**src/rtl/msi_irq_scheduler_pkg.sv**
```systemverilog
// MSI interrupt scheduler: shared state encoding, widths and index helper.
// Used by msi_irq_scheduler, its arbiter and its bus interface.
package msi_irq_scheduler_pkg;

  localparam int MaxInterrupts_Con = 32;
  localparam int VectorWidth_Con = 5;

  typedef enum logic [2:0] {
    StIdle      = 3'd0,
    StArb       = 3'd1,
    StReq       = 3'd2,
    StWaitGrant = 3'd3,
    StHoldoff   = 3'd4
  } schedState_t;

  function automatic logic [VectorWidth_Con-1:0] wrapInc(
    input logic [VectorWidth_Con-1:0] idx,
    input int unsigned count
  );
    if ({27'd0, idx} >= count - 32'd1)
      return '0;
    return idx + 5'd1;
  endfunction

endpackage

```
**src/rtl/msi_irq_scheduler_if.sv**
```systemverilog
// MSI request/grant handshake between the scheduler and the PCIe bridge.
// master = scheduler side, slave = bridge side.
interface msi_irq_scheduler_if;
  import msi_irq_scheduler_pkg::*;

  logic                       MsiReq_ValOut;
  logic [VectorWidth_Con-1:0] MsiVectorNum_DatOut;
  logic                       MsiGrant_ValIn;
  logic                       MsiIrqEnable_EnIn;

  modport master (
    output MsiReq_ValOut,
    output MsiVectorNum_DatOut,
    input  MsiGrant_ValIn,
    input  MsiIrqEnable_EnIn
  );

  modport slave (
    input  MsiReq_ValOut,
    input  MsiVectorNum_DatOut,
    output MsiGrant_ValIn,
    output MsiIrqEnable_EnIn
  );

endinterface

```
**src/rtl/msi_irq_rr_arbiter.sv**
```systemverilog
// Round-robin pick: first eligible source at or after the pointer.
// Purely combinational; wraps at NumberOfInterrupts_Gen-1 -> 0.
import msi_irq_scheduler_pkg::*;

module msi_irq_rr_arbiter #(
  parameter int NumberOfInterrupts_Gen = 8
) (
  input  logic [NumberOfInterrupts_Gen-1:0] Eligible_DatIn,
  input  logic [VectorWidth_Con-1:0]        Pointer_DatIn,
  output logic [VectorWidth_Con-1:0]        Index_DatOut,
  output logic                              Valid_ValOut
);

  logic [MaxInterrupts_Con-1:0] padded;
  logic [VectorWidth_Con:0]     cand;

  assign padded = MaxInterrupts_Con'(Eligible_DatIn);

  // Scan farthest offset first so the nearest hit is the one kept.
  always_comb begin
    Index_DatOut = '0;
    Valid_ValOut = 1'b0;
    cand = '0;
    for (int k = NumberOfInterrupts_Gen - 1; k >= 0; k--) begin
      cand = {1'b0, Pointer_DatIn} + 6'(k);
      if (cand >= 6'(NumberOfInterrupts_Gen))
        cand = cand - 6'(NumberOfInterrupts_Gen);
      if (padded[cand[VectorWidth_Con-1:0]]) begin
        Index_DatOut = cand[VectorWidth_Con-1:0];
        Valid_ValOut = 1'b1;
      end
    end
  end

endmodule

```
**src/rtl/msi_irq_scheduler.sv**
```systemverilog
// MSI interrupt scheduler: sync, latch, mask, round-robin, grant/timeout, holdoff.
// MSI_IRQ_SCHED_STATS_EN enables the sent/timeout counters (else tied to 0).
import msi_irq_scheduler_pkg::*;

module msi_irq_scheduler #(
  parameter int          NumberOfInterrupts_Gen = 8,
  parameter logic [31:0] LevelInterrupt_Gen     = 32'h0,
  parameter int          HoldoffWidth_Gen       = 16,
  parameter int          GrantTimeout_Gen       = 1024
) (
  input  logic                              SysClk_ClkIn,
  input  logic                              SysRstN_RstIn,
  input  logic [NumberOfInterrupts_Gen-1:0] IrqIn_DatIn,
  input  logic [NumberOfInterrupts_Gen-1:0] IrqMask_DatIn,
  input  logic [HoldoffWidth_Gen-1:0]       Holdoff_DatIn,
  msi_irq_scheduler_if.master               msiBus,
  output logic [NumberOfInterrupts_Gen-1:0] IrqPending_DatOut,
  output logic                              GrantTimeout_EvtOut,
  output logic                              Busy_ValOut,
  output logic [31:0]                       MsiSentCount_CntOut,
  output logic [15:0]                       MsiTimeoutCount_CntOut
);

  localparam int N = NumberOfInterrupts_Gen;
  localparam int ToW = $clog2(GrantTimeout_Gen);
  localparam logic [N-1:0] LevelMask_Con = LevelInterrupt_Gen[N-1:0];

  logic [N-1:0] sync1, sync2, dly, pending;
  logic [N-1:0] setVec, clrVec, eligible;

  schedState_t               state;
  logic                      reqQ, evtQ;
  logic [VectorWidth_Con-1:0] vecQ, ptrQ;
  logic [ToW-1:0]            toCnt;
  logic [HoldoffWidth_Gen-1:0] hoCnt;

  logic                      en, grant, grantHit;
  logic [VectorWidth_Con-1:0] arbIdx;
  logic                      arbValid;

  assign en = msiBus.MsiIrqEnable_EnIn;
  assign grant = msiBus.MsiGrant_ValIn;
  assign grantHit = en && (state == StWaitGrant) && grant;

  assign setVec = sync2 & (LevelMask_Con | ~dly);
  assign clrVec = grantHit ? (N'(1) << vecQ) : '0;
  assign eligible = pending & ~IrqMask_DatIn;

  msi_irq_rr_arbiter #(
    .NumberOfInterrupts_Gen(N)
  ) uArb (
    .Eligible_DatIn(eligible),
    .Pointer_DatIn (ptrQ),
    .Index_DatOut  (arbIdx),
    .Valid_ValOut  (arbValid)
  );

  // Set wins over clear so a level source re-latches on its own grant.
  always_ff @(posedge SysClk_ClkIn or posedge SysRstN_RstIn) begin
    if (SysRstN_RstIn) begin
      sync1 <= '0;
      sync2 <= '0;
      dly <= '0;
      pending <= '0;
    end else if (!en) begin
      sync1 <= '0;
      sync2 <= '0;
      dly <= '0;
      pending <= '0;
    end else begin
      sync1 <= IrqIn_DatIn;
      sync2 <= sync1;
      dly <= sync2;
      pending <= (pending & ~clrVec) | setVec;
    end
  end

  always_ff @(posedge SysClk_ClkIn or posedge SysRstN_RstIn) begin
    if (SysRstN_RstIn) begin
      state <= StIdle;
      reqQ <= 1'b0;
      evtQ <= 1'b0;
      vecQ <= '0;
      ptrQ <= '0;
      toCnt <= '0;
      hoCnt <= '0;
    end else if (!en) begin
      state <= StIdle;
      reqQ <= 1'b0;
      evtQ <= 1'b0;
    end else begin
      reqQ <= 1'b0;
      evtQ <= 1'b0;
      unique case (state)
        StIdle: begin
          if (|eligible)
            state <= StArb;
        end
        StArb: begin
          if (arbValid) begin
            vecQ <= arbIdx;
            reqQ <= 1'b1;
            state <= StReq;
          end else begin
            state <= StIdle;
          end
        end
        StReq: begin
          toCnt <= ToW'(GrantTimeout_Gen - 1);
          state <= StWaitGrant;
        end
        StWaitGrant: begin
          if (grant) begin
            ptrQ <= wrapInc(vecQ, N);
            hoCnt <= Holdoff_DatIn;
            state <= StHoldoff;
          end else if (toCnt == '0) begin
            evtQ <= 1'b1;
            hoCnt <= Holdoff_DatIn;
            state <= StHoldoff;
          end else begin
            toCnt <= toCnt - 1'b1;
          end
        end
        StHoldoff: begin
          if (hoCnt == '0)
            state <= StIdle;
          else
            hoCnt <= hoCnt - 1'b1;
        end
        default: state <= StIdle;
      endcase
    end
  end

  assign msiBus.MsiReq_ValOut = reqQ;
  assign msiBus.MsiVectorNum_DatOut = vecQ;
  assign IrqPending_DatOut = pending;
  assign GrantTimeout_EvtOut = evtQ;
  assign Busy_ValOut = (state != StIdle);

`ifdef MSI_IRQ_SCHED_STATS_EN
  logic        toHit;
  logic [31:0] sentCnt;
  logic [15:0] toCntTot;

  assign toHit = en && (state == StWaitGrant) && !grant && (toCnt == '0);

  always_ff @(posedge SysClk_ClkIn or posedge SysRstN_RstIn) begin
    if (SysRstN_RstIn) begin
      sentCnt <= '0;
      toCntTot <= '0;
    end else begin
      if (grantHit && (sentCnt != '1))
        sentCnt <= sentCnt + 32'd1;
      if (toHit && (toCntTot != '1))
        toCntTot <= toCntTot + 16'd1;
    end
  end

  assign MsiSentCount_CntOut = sentCnt;
  assign MsiTimeoutCount_CntOut = toCntTot;
`else
  assign MsiSentCount_CntOut = '0;
  assign MsiTimeoutCount_CntOut = '0;
`endif

endmodule

```
**src/flat_wrapper.sv**
```systemverilog
// flat-port wrapper written by rule: the top's interface ports become plain ports
module msi_irq_scheduler_flat 
#(
  parameter int          NumberOfInterrupts_Gen = 8,
  parameter logic [31:0] LevelInterrupt_Gen     = 32'h0,
  parameter int          HoldoffWidth_Gen       = 16,
  parameter int          GrantTimeout_Gen       = 1024
)
  (SysClk_ClkIn, SysRstN_RstIn, IrqIn_DatIn, IrqMask_DatIn, Holdoff_DatIn, IrqPending_DatOut, GrantTimeout_EvtOut, Busy_ValOut, MsiSentCount_CntOut, MsiTimeoutCount_CntOut, msiBus_MsiReq_ValOut, msiBus_MsiVectorNum_DatOut, msiBus_MsiGrant_ValIn, msiBus_MsiIrqEnable_EnIn);
  msi_irq_scheduler_if msiBus_i ();
  input  logic SysClk_ClkIn;
  input  logic SysRstN_RstIn;
  input  logic [NumberOfInterrupts_Gen-1:0] IrqIn_DatIn;
  input  logic [NumberOfInterrupts_Gen-1:0] IrqMask_DatIn;
  input  logic [HoldoffWidth_Gen-1:0] Holdoff_DatIn;
  output logic [NumberOfInterrupts_Gen-1:0] IrqPending_DatOut;
  output logic GrantTimeout_EvtOut;
  output logic Busy_ValOut;
  output logic [31:0] MsiSentCount_CntOut;
  output logic [15:0] MsiTimeoutCount_CntOut;
  output wire logic [$bits(msiBus_i.MsiReq_ValOut)-1:0] msiBus_MsiReq_ValOut;
  output wire logic [$bits(msiBus_i.MsiVectorNum_DatOut)-1:0] msiBus_MsiVectorNum_DatOut;
  input wire logic [$bits(msiBus_i.MsiGrant_ValIn)-1:0] msiBus_MsiGrant_ValIn;
  input wire logic [$bits(msiBus_i.MsiIrqEnable_EnIn)-1:0] msiBus_MsiIrqEnable_EnIn;
  assign msiBus_MsiReq_ValOut = msiBus_i.MsiReq_ValOut;
  assign msiBus_MsiVectorNum_DatOut = msiBus_i.MsiVectorNum_DatOut;
  assign msiBus_i.MsiGrant_ValIn = msiBus_MsiGrant_ValIn;
  assign msiBus_i.MsiIrqEnable_EnIn = msiBus_MsiIrqEnable_EnIn;
  msi_irq_scheduler #(.NumberOfInterrupts_Gen(NumberOfInterrupts_Gen), .LevelInterrupt_Gen(LevelInterrupt_Gen), .HoldoffWidth_Gen(HoldoffWidth_Gen), .GrantTimeout_Gen(GrantTimeout_Gen)) u_core (.SysClk_ClkIn(SysClk_ClkIn), .SysRstN_RstIn(SysRstN_RstIn), .IrqIn_DatIn(IrqIn_DatIn), .IrqMask_DatIn(IrqMask_DatIn), .Holdoff_DatIn(Holdoff_DatIn), .msiBus(msiBus_i), .IrqPending_DatOut(IrqPending_DatOut), .GrantTimeout_EvtOut(GrantTimeout_EvtOut), .Busy_ValOut(Busy_ValOut), .MsiSentCount_CntOut(MsiSentCount_CntOut), .MsiTimeoutCount_CntOut(MsiTimeoutCount_CntOut));
endmodule
```
**config.mk**
```make
export PLATFORM = sky130hd
export DESIGN_NAME = msi_irq_scheduler_flat
export DESIGN_NICKNAME = d
export VERILOG_FILES = /design/src/rtl/msi_irq_scheduler_pkg.sv /design/src/rtl/msi_irq_scheduler_if.sv /design/src/rtl/msi_irq_rr_arbiter.sv /design/src/rtl/msi_irq_scheduler.sv /design/src/flat_wrapper.sv
export SDC_FILE = /design/constraint.sdc
export NUM_CORES = 1
export LEC_CHECK = 0
export BUFFER_PORTS_ARGS = -buffer_cell sky130_fd_sc_hd__clkbuf_2
export CAP_MARGIN = 40
export CELL_PAD_IN_SITES_DETAIL_PLACEMENT = 1
export CELL_PAD_IN_SITES_GLOBAL_PLACEMENT = 1
export CORE_ASPECT_RATIO = 0.9
export CORE_MARGIN = 5
export CORE_UTILIZATION = 42
export DETAILED_ROUTE_END_ITERATION = 7
export GPL_TIMING_DRIVEN = 0
export PLACE_DENSITY_LB_ADDON = 0.1
export SETUP_SLACK_MARGIN = 0.05
export SLEW_MARGIN = 0
export SYNTH_ARGS = -nofsm -noshare
export SYNTH_HDL_FRONTEND = slang
export SYNTH_SLANG_ARGS = --single-unit
```
**constraint.sdc**
```tcl
create_clock -name SysClk_ClkIn -period 3.58 [get_ports SysClk_ClkIn]
set_input_delay 0.716 -clock SysClk_ClkIn [delete_from_list [all_inputs] [get_ports SysClk_ClkIn]]
set_output_delay 0.716 -clock SysClk_ClkIn [all_outputs]
set_load 0.05 [all_outputs]
```
# Word level (Yosys, flattened, before mapping)
# Cells that the tools add are included.
[classes] shift=1 add_sub_neg=18 reduce_logical=14 magnitude_cmp=17 bitwise_logic=7 mux=72 n_eq_ne=11
[ops] op="$mux W5" n=18
[ops] op="$lt A5 B6 Y1 const B" n=8
[ops] op="$mux W16" n=3
[ops] op="$ge A6 B4 Y1 const B" n=7
[ops] op="$bmux W1 S5" n=8
[ops] op="$mux W8" n=5
[ops] op="$sub A5 B4 Y5 const B" n=8
[ops] op="$pmux W16 S2" n=1
[ops] op="$mux W1" n=27
[ops] op="$add A5 B3 Y6 const B" n=4
[ops] op="$and A8 B8 Y8" n=3
[ops] op="$not A8 Y8" n=3
[ops] op="$mux W10" n=2
[ops] op="$pmux W10 S2" n=1
[ops] op="$logic_not A16 Y1" n=1
[ops] op="$sub A16 B1 Y16 const B" n=1
[ops] op="$mux W3" n=5
[ops] op="$pmux W3 S5" n=1
[ops] op="$add A5 B2 Y6 const B" n=2
[ops] op="$logic_not A10 Y1" n=1
[ops] op="$sub A10 B1 Y10 const B" n=1
[ops] op="$reduce_and A3 Y1" n=3
[ops] op="$or A8 B8 Y8" n=1
[ops] op="$reduce_and A4 Y1" n=2
[ops] op="other kinds (18)" n=24
[word_totals] in_bits=36 output_inout_bits=64 ff_bits=73

# Logic depth before layout (Yosys ltp)
# Gate-level depths: netlist of the first run.
[depth] word_depth=16 mapped_depth=13

# Cells and area by module
# A second synthesis of the first run with hierarchy kept.
[hier_totals] hier_cells=573 area_unflattened_um2=5187.5
[modules_own_cells] mod="msi_irq_scheduler" area_each_um2=3890.0 cells_per_inst=410 instances=1
[modules_own_cells] mod="msi_irq_rr_arbiter" area_each_um2=1297.5 cells_per_inst=163 instances=1

# Least setup slack after synthesis of the first run
# Ideal clock, no wire load.
[synth_timing] path_kind="register -> register" from="register u_core.ptrQ[0]" to="register u_core.vecQ[2] (netlist: u_core.msiBus.MsiVectorNum_DatOut[2])" arrival_time_ns=2.746 t_required_ns=3.451 setup_slack_ns=0.705 synth_period_minus_slack_ns=2.875 n_path_buf=1 stages_incl_launch_ff=10 path_cell_list="dfrtp_1 buf_2 inv_1 ha_1 inv_2 mux4_2 a211o_1 a2bb2oi_1 o311a_1 o41a_1"
[synth_between] elab_chain_cells=14
[synth_rtl] item="start, declared" line_no="msi_irq_scheduler.sv:33" rtl="logic [VectorWidth_Con-1:0] vecQ, ptrQ;"
[synth_rtl] item="start signal, assigned" line_no="msi_irq_scheduler.sv:114" rtl="ptrQ <= wrapInc(vecQ, N);"
[synth_rtl] item="$add A5 B3 Y6" line_no="msi_irq_rr_arbiter.sv:25" rtl="cand = {1'b0, Pointer_DatIn} + 6'(k);"
[synth_rtl] item="$sub A5 B4 Y5 / $ge A6 B4 Y1 (equally long branches)" line_no="msi_irq_rr_arbiter.sv:27, msi_irq_rr_arbiter.sv:26"
[synth_rtl] item="$mux W5" line_no="msi_irq_rr_arbiter.sv:26" rtl="if (cand >= 6'(NumberOfInterrupts_Gen))"
[synth_rtl] item="$bmux W1 S5" line_no="msi_irq_rr_arbiter.sv:28" rtl="if (padded[cand[VectorWidth_Con-1:0]]) begin"
[synth_rtl] item="$mux W1 (not written as such)" line_no="msi_irq_rr_arbiter.sv:28"
[synth_rtl] item="$mux W1 (8 in a row)" line_no="msi_irq_rr_arbiter.sv:28"
[synth_rtl] item="$reduce_and A3 Y1 (no line)"
[synth_rtl] item="end signal, assigned" line_no="msi_irq_scheduler.sv:101" rtl="vecQ <= arbIdx;"
[synth_rtl] item="end, declared" line_no="msi_irq_scheduler.sv:33"
# Several ways; a longest one is shown, not always the timed one. The select of a mux whose other input is x is not followed.
# A chain may end at the register's enable or synchronous reset.

# Worst setup path in the final report of the first run
# Same ends and word-level chain as after synthesis.

==> flow_metrics.py, run 1 <==
metrics = {
    "yosys": {
        "synth-edff-count": 0,
        "yosys.area_share.adder_pct": 3.56,
        "synth.area.top_cells": "dfrtp_1 (37%), buf_4 (7.5%), and2_1 (3.7%)",
        "netlist_instances": 531,
        "yosysTopAreaCell": "dfrtp_1",
        "synth_top_family_by_area": "simple AND/OR/NAND/NOR gates",
        "avgSynthCellArea_um2": 9.26,
        "synth_xor_area_share_pct": 2.49,
        "syn_area_um2": 4920,
        "ys_seq_area_share_pct": 37.2,
        "yosysWarningCount": 0,
        "synthSimpleGateAreaFrac_pct": 22.3,
        "yosysTopAreaCellShare_pct": 37.2,
        "synth.most_common_cell": "dfrtp_1",
        "ys_dominant_reg_cell": "dfrtp_1",
        "synthMuxAreaShare_pct": 4.89,
        "synthTopCellsByCount": "dfrtp_1 (73), buf_4 (49), nand2_1 (31), and2_1 (29), o21ai_0 (29)",
        "synth.distinct_cells": 78,
        "synth_seq_cells": 73,
        "synth_compound_area_share_pct": 18.8,
        "async_flop_share_pct": 100,
    },
    "worst_setup_path": {
        "rr_startpoint": "u_core.ptrQ[0]$_DFFE_PP0P_",
        "r2r_cells": 10,
        "r2r_slack_ns": 0.31,
        "path_class": "reg2reg",
        "critical_path_peak_fanout": 10,
        "startpoint_type": "flip-flop",
        "r2r_end": "u_core.msiBus.MsiVectorNum_DatOut[2]$_DFFE_PP0P_",
        "critPathRequiredTime_ns": 3.80,
        "cp-end-kind": "flip-flop",
        "arrival_ns": 3.48,
    },
    "place": {
        "port_buffers": 51,
        "place.gp.congestion": 0.869,
        "placed_cell_area_um2": 5570,
        "dp_hpwl_mm": 10.4,
    },
    "global_route": {
        "grt_pass1_wl_mm": 22.7,
        "met2_usage_pct": 32.9,
        "first_global_vias": 4583,
        "top_usage_layer": "met2",
        "global_route.usage.met1_pct": 26.9,
        "grt-ovfl-total": 0,
        "grt_usage_pct": 20.4,
        "grt_max_degree": 59,
        "met3_usage_pct": 4.58,
        "antenna_found_initial": 0,
    },
    "die": {
        "core-area_um2": 11400,
        "initial_core_util_pct": 43.0,
        "row_count": 37,
        "die_w_um": 124,
        "die_h_um": 113,
        "dieArea_um2": 14000,
        "io_pins": 100,
    },
    "flow_run": {
        "cap_violations": 0,
    },
    "cells_and_area": {
        "fin_area_um2": 5900,
        "drive_gt1_share_pct": 22.1,
        "syn_to_final_growth_pct": 19.9,
        "fillers": 1368,
        "num_antenna_cells": 0,
        "final_core_util_pct": 51.6,
        "fin_nets": 691,
    },
    "clock_network": {
        "clk_pin_slew_ns": 0.06,
        "cts_buffer_depth": 2,
        "cts.sinks": 73,
        "cts_hold_buf": 0,
        "htree_levels": 3,
        "cts_buffers": 9,
        "clockRootBuffer": "clkbuf_16",
        "clk_latency_ns": 0.34,
        "cts_tree": "done",
        "cts_resized": 0,
        "postCtsSetupBuffers": 0,
    },
    "drt": {
        "vias": 4329,
        "drc_errors": 0,
        "viasPerCell": 5.40,
        "first_pass_iters": 4,
        "ant_nets": 0,
        "first_iter_violations": 154,
        "wl_per_cell_um": 17.3,
        "finalWirelength_mm": 13.8,
    },
    "sta": {
        "finalCritPeriodShare_pct": 91.3,
        "maxSlewViolCount": 0,
        "whs_ns": 0.297,
        "finalHoldViolations": 0,
        "relSlewSlack_pct": 48.9,
        "rsz0062_at_grt": "false",
        "fmax_mhz": 306,
        "setup_tns_ns": 0,
        "worst_pin_slew_ns": 0.756,
        "fin_worst_skew_ns": 0.00504,
        "period_minus_slack_ns": 3.27,
        "setup_viol": 0,
    },
    "power": {
        "power_density_nw_per_um2": 365,
        "vdd_drop_max_uv": 282,
        "power_w": 0.00215,
        "power.leakage_nw": 2.78,
    },
    "outcome": {
        "status": "finished, final reports clean",
    },
    "hold_path": {
        "hold_path.class": "in2async",
    },
}
-- routing by layer --
| layer | share of wire (%) | up-vias |
|---|---|---|
| li1 | - | 2051 |
| met1 | 46 | 2130 |
| met2 | 47 | 124 |
| met3 | 5.2 | 24 |
| met4 | 1.8 | 0 |
| met5 | 0 | - |
-- area by class of cell --
class | instances | area (um^2) | share of cell area (%)
Multi-Input combinational cell | 415 | 2750 | 46.7
Sequential cell | 73 | 1830 | 31.0
Buffer | 68 | 444 | 7.53
Timing Repair Buffer | 52 | 283 | 4.80
Clock buffer | 9 | 225 | 3.82
Tap cell | 156 | 195 | 3.31
Inverter | 22 | 85.1 | 1.44
Clock inverter | 7 | 83.8 | 1.42
-- worst max path at each step --
| stage | start | endpoint | slack, ns | depth (start not counted) |
|---|---|---|---|---|
| floorplan | u_core.ptrQ[0]$_DFFE_PP0P_ | u_core.msiBus.MsiVectorNum_DatOut[2]$_DFFE_PP0P_ | 0.70 | 9 |
| global placement | SysRstN_RstIn | u_core.msiBus.MsiVectorNum_DatOut[2]$_DFFE_PP0P_ | 0.1 | 2 |
| detailed placement | u_core.ptrQ[0]$_DFFE_PP0P_ | u_core.msiBus.MsiVectorNum_DatOut[2]$_DFFE_PP0P_ | 0.15 | 10 |
| CTS | u_core.ptrQ[0]$_DFFE_PP0P_ | u_core.msiBus.MsiVectorNum_DatOut[2]$_DFFE_PP0P_ | 0.14 | 10 |
| global route | u_core.ptrQ[0]$_DFFE_PP0P_ | u_core.msiBus.MsiVectorNum_DatOut[2]$_DFFE_PP0P_ | 0.11 | 10 |
| finish | u_core.ptrQ[0]$_DFFE_PP0P_ | u_core.msiBus.MsiVectorNum_DatOut[2]$_DFFE_PP0P_ | 0.31 | 10 |
-- state kept, by name, indices dropped and copies added (netlist names) --
signal                             flops
u_core.hoCnt                          16
u_core.sync1                           8
u_core.ptrQ                            5
u_core.dly                             8
u_core.msiBus.MsiReq_ValOut            1
u_core.sync2                           8
u_core.IrqPending_DatOut               8
u_core.toCnt                          10
u_core.GrantTimeout_EvtOut             1
u_core.state                           3
u_core.msiBus.MsiVectorNum_DatOut      5
-- critical path, stage by stage (launching register included) --
cell and delay, ns:
dfrtp_1 0.40, buf_2 0.19, inv_1 0.18, ha_2 0.36, inv_2 0.13, mux4_2 0.57
a211oi_4 0.34, a22oi_1 0.16, nand4_1 0.21, nand2_2 0.14, o41a_1 0.46
-- metrics by stage --
step | worst slack, ns | cells
2_1_floorplan | 0.705 | 578
3_3_place_gp | 0.0964 | 785
3_5_place_dp | 0.151 | 786
4_1_cts | 0.136 | 802
5_1_grt | 0.114 | 802
6_report | 0.312 | 802
-- cell usage in the layout (no fill, tap or decap), drive strengths merged, types with 4 or more instances in the layout --
cell type   n
a211oi      6
a21boi     12
a21oi      28
a22oi       4
a2bb2oi     6
a31oi       8
and2       30
buf        55
clkbuf     74
conb       48
dfrtp      73
ha         14
inv        27
mux2i       6
mux4        6
nand2      32
nand2b     18
nand3       6
nand3b      4
nand4       5
nor2       24
nor2b      12
nor3       17
nor4        9
nor4b       4
nor4bb      4
o21ai      30
or3         6
xnor2       8
xor2        6
-- cells by family (layout without fill, tap and decap cells) --
logic type               count (synthesis)  count (layout)
buffers and inverters                   90             158
multiplexers                            15              15
flip-flops                              73              73
XOR/XNOR                                14              14
AO/OA/AOI/OAI                          135             135
other                                    1              48
AND/OR/NAND/NOR                        189             189
adder cells (fa/ha/maj)                 14              14
-- power breakdown --
group          internal, W  total, W  switching (W)
Sequential        0.000856  0.000890      0.0000336
Combinational     0.000103  0.000320       0.000217
Clock             0.000554  0.000944       0.000390
Total              0.00151   0.00215       0.000640
(Power assumes the default switching activity.)
==> run 2: changes to the inputs <==
CORE_MARGIN = 2   (was 5)
clock period = 3.4 ns   (was 3.58 ns; I/O delays follow)
==> flow_metrics.py, run 2 (synthesized netlist as in run 1, its figures left out) <==
metrics = {
    "sta": {
        "setup_viol": 0,
        "finalHoldViolations": 0,
        "whs_ns": 0.217,
        "maxSlewViolCount": 0,
        "rsz0062_at_grt": "false",
        "period_minus_slack_ns": 3.19,
        "finalCritPeriodShare_pct": 93.8,
        "fin_worst_skew_ns": 0.00866,
        "postLayoutSetupSlackWorst_ns": 0.212,
        "worst_pin_slew_ns": 0.644,
        "fmax_mhz": 314,
        "relSlewSlack_pct": 56.8,
    },
    "power": {
        "power_w": 0.00227,
        "power_density_nw_per_um2": 384,
        "vdd_drop_max_uv": 328,
        "power.leakage_nw": 2.78,
    },
    "drt": {
        "first_pass_iters": 5,
        "vias": 4308,
        "wl_per_cell_um": 16.7,
        "finalWirelength_mm": 13.4,
        "ant_nets": 0,
        "drc_errors": 0,
        "viasPerCell": 5.36,
        "first_iter_violations": 177,
    },
    "global_route": {
        "antenna_found_initial": 0,
        "met3_usage_pct": 5.16,
        "met2_usage_pct": 36.8,
        "grt_usage_pct": 22.0,
        "first_global_vias": 4373,
        "grt_pass1_wl_mm": 22.1,
        "top_usage_layer": "met2",
        "grt_max_degree": 66,
        "grt-ovfl-total": 0,
        "global_route.usage.met1_pct": 28.6,
    },
    "cells_and_area": {
        "final_common_cell": "dfrtp_1",
        "fin_area_um2": 5910,
        "fin_nets": 692,
        "syn_to_final_growth_pct": 20.1,
        "max_flop_register": "u_core.hoCnt",
        "num_antenna_cells": 0,
        "final_cell_mix": "dfrtp_1 (73), clkbuf_2 (51), buf_4 (50), conb_1 (48), nand2_1 (30)",
        "largest_register_ffs": 16,
        "reg_top3": "u_core.hoCnt x16, u_core.toCnt x10",
        "final_core_util_pct": 51.6,
        "drive_gt1_share_pct": 22.3,
    },
    "place": {
        "place.gp.congestion": 0.873,
        "dp_hpwl_mm": 10.1,
        "port_buffers": 51,
        "dp_slack_ns": -0.0298,
        "placed_cell_area_um2": 5570,
    },
    "worst_setup_path": {
        "critPathRequiredTime_ns": 3.62,
        "slowest_delay_ns": 0.57,
        "cp_slowest_cell": "mux4_2",
        "arrival_ns": 3.40,
        "cp_cell_sequence": "inv_4 -> ha_2 -> inv_2 -> mux4_2 -> a211oi_4 -> a22oi_1 -> nand4_1 -> nand2_2 -> o41a_1",
        "path_class": "reg2reg",
        "r2r_slack_ns": 0.21,
        "startpoint": "u_core.ptrQ[1]$_DFFE_PP0P_",
        "cp-end-kind": "flip-flop",
        "startpoint_type": "flip-flop",
        "critical_path_peak_fanout": 10,
        "rr_startpoint": "u_core.ptrQ[1]$_DFFE_PP0P_",
    },
    "clock_network": {
        "cts_tree": "done",
        "clk_pin_slew_ns": 0.07,
        "cts.sinks": 73,
        "cts_buffer_depth": 2,
        "clockRootBuffer": "clkbuf_16",
        "htree_levels": 3,
        "clk_latency_ns": 0.34,
        "cts_buffers": 9,
    },
    "die": {
        "initial_core_util_pct": 43.0,
        "dieArea_um2": 12600,
        "die_h_um": 107,
        "row_count": 37,
        "core-area_um2": 11400,
        "io_pins": 100,
        "die_w_um": 118,
    },
    "flow_run": {
        "cap_violations": 0,
    },
    "hold_path": {
        "hold_path.class": "in2async",
    },
    "outcome": {
        "status": "finished, final reports clean",
    },
}
## run 2: through the flow
| stage | instances | setup TNS, ns |
|---|---|---|
| after floorplan | 578 | 0 |
| after global routing | 803 | 0 |
| after CTS | 802 | 0 |
| final | 803 | 0 |
| after global placement | 785 | -1.75 |
| after detailed placement | 786 | -0.0298 |
## run 2: layout make-up
cell class              instances  area (um^2)
fillers                      1379         5530
well taps                     156          195
clock buffers                   9          225
multi-input cells             415         2750
clock inverters                 7         85.1
inverters                      22         87.6
flip-flops and latches         73         1830
repair buffers                 53          290
plain buffers                  68          444
## run 2: path summary, 6_finish.rpt
kind                                                                          to  depth (start not counted)
min in group SysClk_ClkIn                              u_core.sync2[6]$_DFF_PP0_                          1
max in group asynchronous       u_core.msiBus.MsiVectorNum_DatOut[2]$_DFFE_PP0P_                          3
worst min register to register                         u_core.sync2[6]$_DFF_PP0_                          1
worst min-delay path                                 u_core.hoCnt[1]$_DFFE_PP0P_                          2
worst max register to register  u_core.msiBus.MsiVectorNum_DatOut[2]$_DFFE_PP0P_                          9
worst max-delay path            u_core.msiBus.MsiVectorNum_DatOut[2]$_DFFE_PP0P_                          9
## run 2: repair_timing
action                                 CTS  global route
setup endpoints to repair                1             3
hold buffers                             0             0
pin swaps                                0             1
gates resized for setup                  2             4
endpoints found under the hold margin    0             0
setup buffers                            0             1
## run 2: layer usage
layer | vias to the layer above | routed length [um]
met5 | - | 0
met4 | 0 | 163
li1 | 2046 | -
met3 | 17 | 733
met1 | 2136 | 6080
met2 | 109 | 6460
## run 2: power by group
part | switching (W) | internal, W | total (W) | leakage, nW
registers | 0.0000345 | 0.000902 | 0.000936 | 0.959
logic | 0.000228 | 0.000109 | 0.000337 | 1.68
clock network | 0.000414 | 0.000584 | 0.000998 | 0.146
total | 0.000677 | 0.00159 | 0.00227 | 2.78
## run 2: worst max-delay path, delay by kind of cell, from the launching register on
kind / cells / cell delay (ns)
DFF: 1 / 0.51
buffers and inverters: 2 / 0.32
and+or+nand+nor: 2 / 0.34
muxes: 1 / 0.57
adders and majority gates: 1 / 0.35
AOI/OAI and AO/OA: 3 / 0.96
==> run 3: changes to the inputs <==
PLACE_DENSITY_LB_ADDON = 0.2   (was 0.1)
==> flow_metrics.py, run 3 (synthesized netlist as in run 1, its figures left out) <==
metrics = {
    "outcome": {
        "status": "finished, final reports clean",
    },
    "global_route": {
        "grt_usage_pct": 22.2,
        "grt-ovfl-total": 0,
        "grt_pass1_wl_mm": 22.2,
        "grt_max_degree": 66,
        "first_global_vias": 4438,
        "antenna_found_initial": 0,
    },
    "drt": {
        "drc_errors": 0,
        "ant_nets": 0,
        "first_iter_violations": 239,
        "vias": 4278,
        "finalWirelength_mm": 13.5,
        "first_pass_iters": 4,
        "wl_per_cell_um": 16.8,
        "viasPerCell": 5.32,
    },
    "sta": {
        "finalCritPeriodShare_pct": 95.9,
        "rsz0062_at_grt": "true",
        "whs_ns": 0.222,
        "relSlewSlack_pct": 53.1,
        "maxSlewViolCount": 0,
        "fin_worst_skew_ns": 0.00875,
        "worst_pin_slew_ns": 0.698,
        "period_minus_slack_ns": 3.26,
        "finalHoldViolations": 0,
        "postLayoutSetupSlackWorst_ns": 0.139,
        "setup_viol": 0,
        "fmax_mhz": 307,
    },
    "clock_network": {
        "cts_buffers": 9,
        "cts_hold_buf": 0,
        "cts_buffer_depth": 2,
        "clockRootBuffer": "clkbuf_16",
        "cts_tree": "done",
        "htree_levels": 3,
        "cts.sinks": 73,
        "clk_pin_slew_ns": 0.06,
        "clk_latency_ns": 0.34,
    },
    "power": {
        "vdd_drop_max_uv": 374,
        "power.leakage_nw": 2.79,
        "power_density_nw_per_um2": 384,
    },
    "cells_and_area": {
        "num_antenna_cells": 0,
        "syn_to_final_growth_pct": 20.4,
        "final_cell_mix": "dfrtp_1 (73), buf_4 (51), clkbuf_2 (51), conb_1 (48), nand2_1 (30)",
        "max_flop_register": "u_core.hoCnt",
        "largest_register_ffs": 16,
        "fin_nets": 693,
        "drive_gt1_share_pct": 22.5,
        "final_common_cell": "dfrtp_1",
        "reg_top3": "u_core.hoCnt x16, u_core.toCnt x10",
    },
    "die": {
        "row_count": 37,
        "dieArea_um2": 12600,
        "core-area_um2": 11400,
        "io_pins": 100,
        "initial_core_util_pct": 43.0,
        "die_h_um": 107,
        "die_w_um": 118,
    },
    "worst_setup_path": {
        "path_class": "reg2reg",
        "cp-end-kind": "flip-flop",
        "critical_path_peak_fanout": 10,
        "startpoint_type": "flip-flop",
        "arrival_ns": 3.47,
        "r2r_slack_ns": 0.14,
        "critPathRequiredTime_ns": 3.61,
    },
    "flow_run": {
        "cap_violations": 0,
    },
    "place": {
        "place.gp.congestion": 0.841,
        "dp_slack_ns": -0.0957,
        "port_buffers": 51,
        "dp_hpwl_mm": 10.3,
    },
    "hold_path": {
        "hold_path.class": "in2async",
    },
}
## run 3: cell count changes in the layout (fill, tap and decap cells not counted), sizes merged
cell / change
buf: +1
clkinv: +1
clkinvlp: -1
## run 3: area by class of cell
class,instances,area (um^2)
Clock buffer,9,225
Clock inverter,7,86.3
Buffer,68,444
Timing Repair Buffer,54,298
Tap cell,156,195
Inverter,22,87.6
Fill cell,1366,5510
Multi-Input combinational cell,415,2760
Sequential cell,73,1830
## run 3: path summary, 6_finish.rpt
| check | start | end | cells past startpoint |
|---|---|---|---|
| worst min register to register | u_core.sync1[3]$_DFF_PP0_ | u_core.sync2[3]$_DFF_PP0_ | 1 |
| max in group asynchronous | SysRstN_RstIn | u_core.toCnt[8]$_DFFE_PP0P_ | 3 |
| worst max-delay path | u_core.ptrQ[0]$_DFFE_PP0P_ | u_core.msiBus.MsiVectorNum_DatOut[2]$_DFFE_PP0P_ | 10 |
| min in group SysClk_ClkIn | u_core.sync1[3]$_DFF_PP0_ | u_core.sync2[3]$_DFF_PP0_ | 1 |
| worst min-delay path | SysRstN_RstIn | u_core.hoCnt[5]$_DFFE_PP0P_ | 2 |
| worst max register to register | u_core.ptrQ[0]$_DFFE_PP0P_ | u_core.msiBus.MsiVectorNum_DatOut[2]$_DFFE_PP0P_ | 10 |
## run 3: routing by layer
layer	global-route usage [%]	routed length, um	vias up
met3	4.95	545	14
met2	38.4	6730	92
met4	6.37	168	0
met5	0	0	-
li1	-	-	2053
met1	28.0	6090	2119
## run 3: repair_timing
action                     in CTS  in global routing
hold endpoints to repair        0                  0
pin swaps                       0                  1
cloned                          0                  0
setup endpoints to repair       1                  4
setup buffers                   0                  2
gates resized for setup         3                  4
## run 3: report_power, final
group | internal, W | switching, W
logic | 0.000109 | 0.000228
registers | 0.000902 | 0.0000344
clock network | 0.000585 | 0.000413
total | 0.00160 | 0.000676
## run 3: critical path, stage by stage, from the launching register on
cell and delay, ns:
dfrtp_1 0.38, buf_2 0.23, inv_2 0.10, ha_2 0.36, inv_2 0.13, mux4_2 0.58, a211oi_4 0.33, a22oi_1 0.19
nand4_1 0.23, nand2_2 0.14, o41a_1 0.47
## run 3: through the flow
stage	cell area (um^2)	setup TNS (ns)	std cells	power, W	util (%)
2_1_floorplan	5090	0	578	0.00121	-
3_3_place_gp	5540	-0.284	785	0.00127	48.5
3_5_place_dp	5570	-0.0957	786	0.00129	48.7
5_1_grt	5920	0	804	0.00236	51.8
6_report	5920	0	804	0.00227	51.8
4_1_cts	5900	0	802	0.00230	51.6
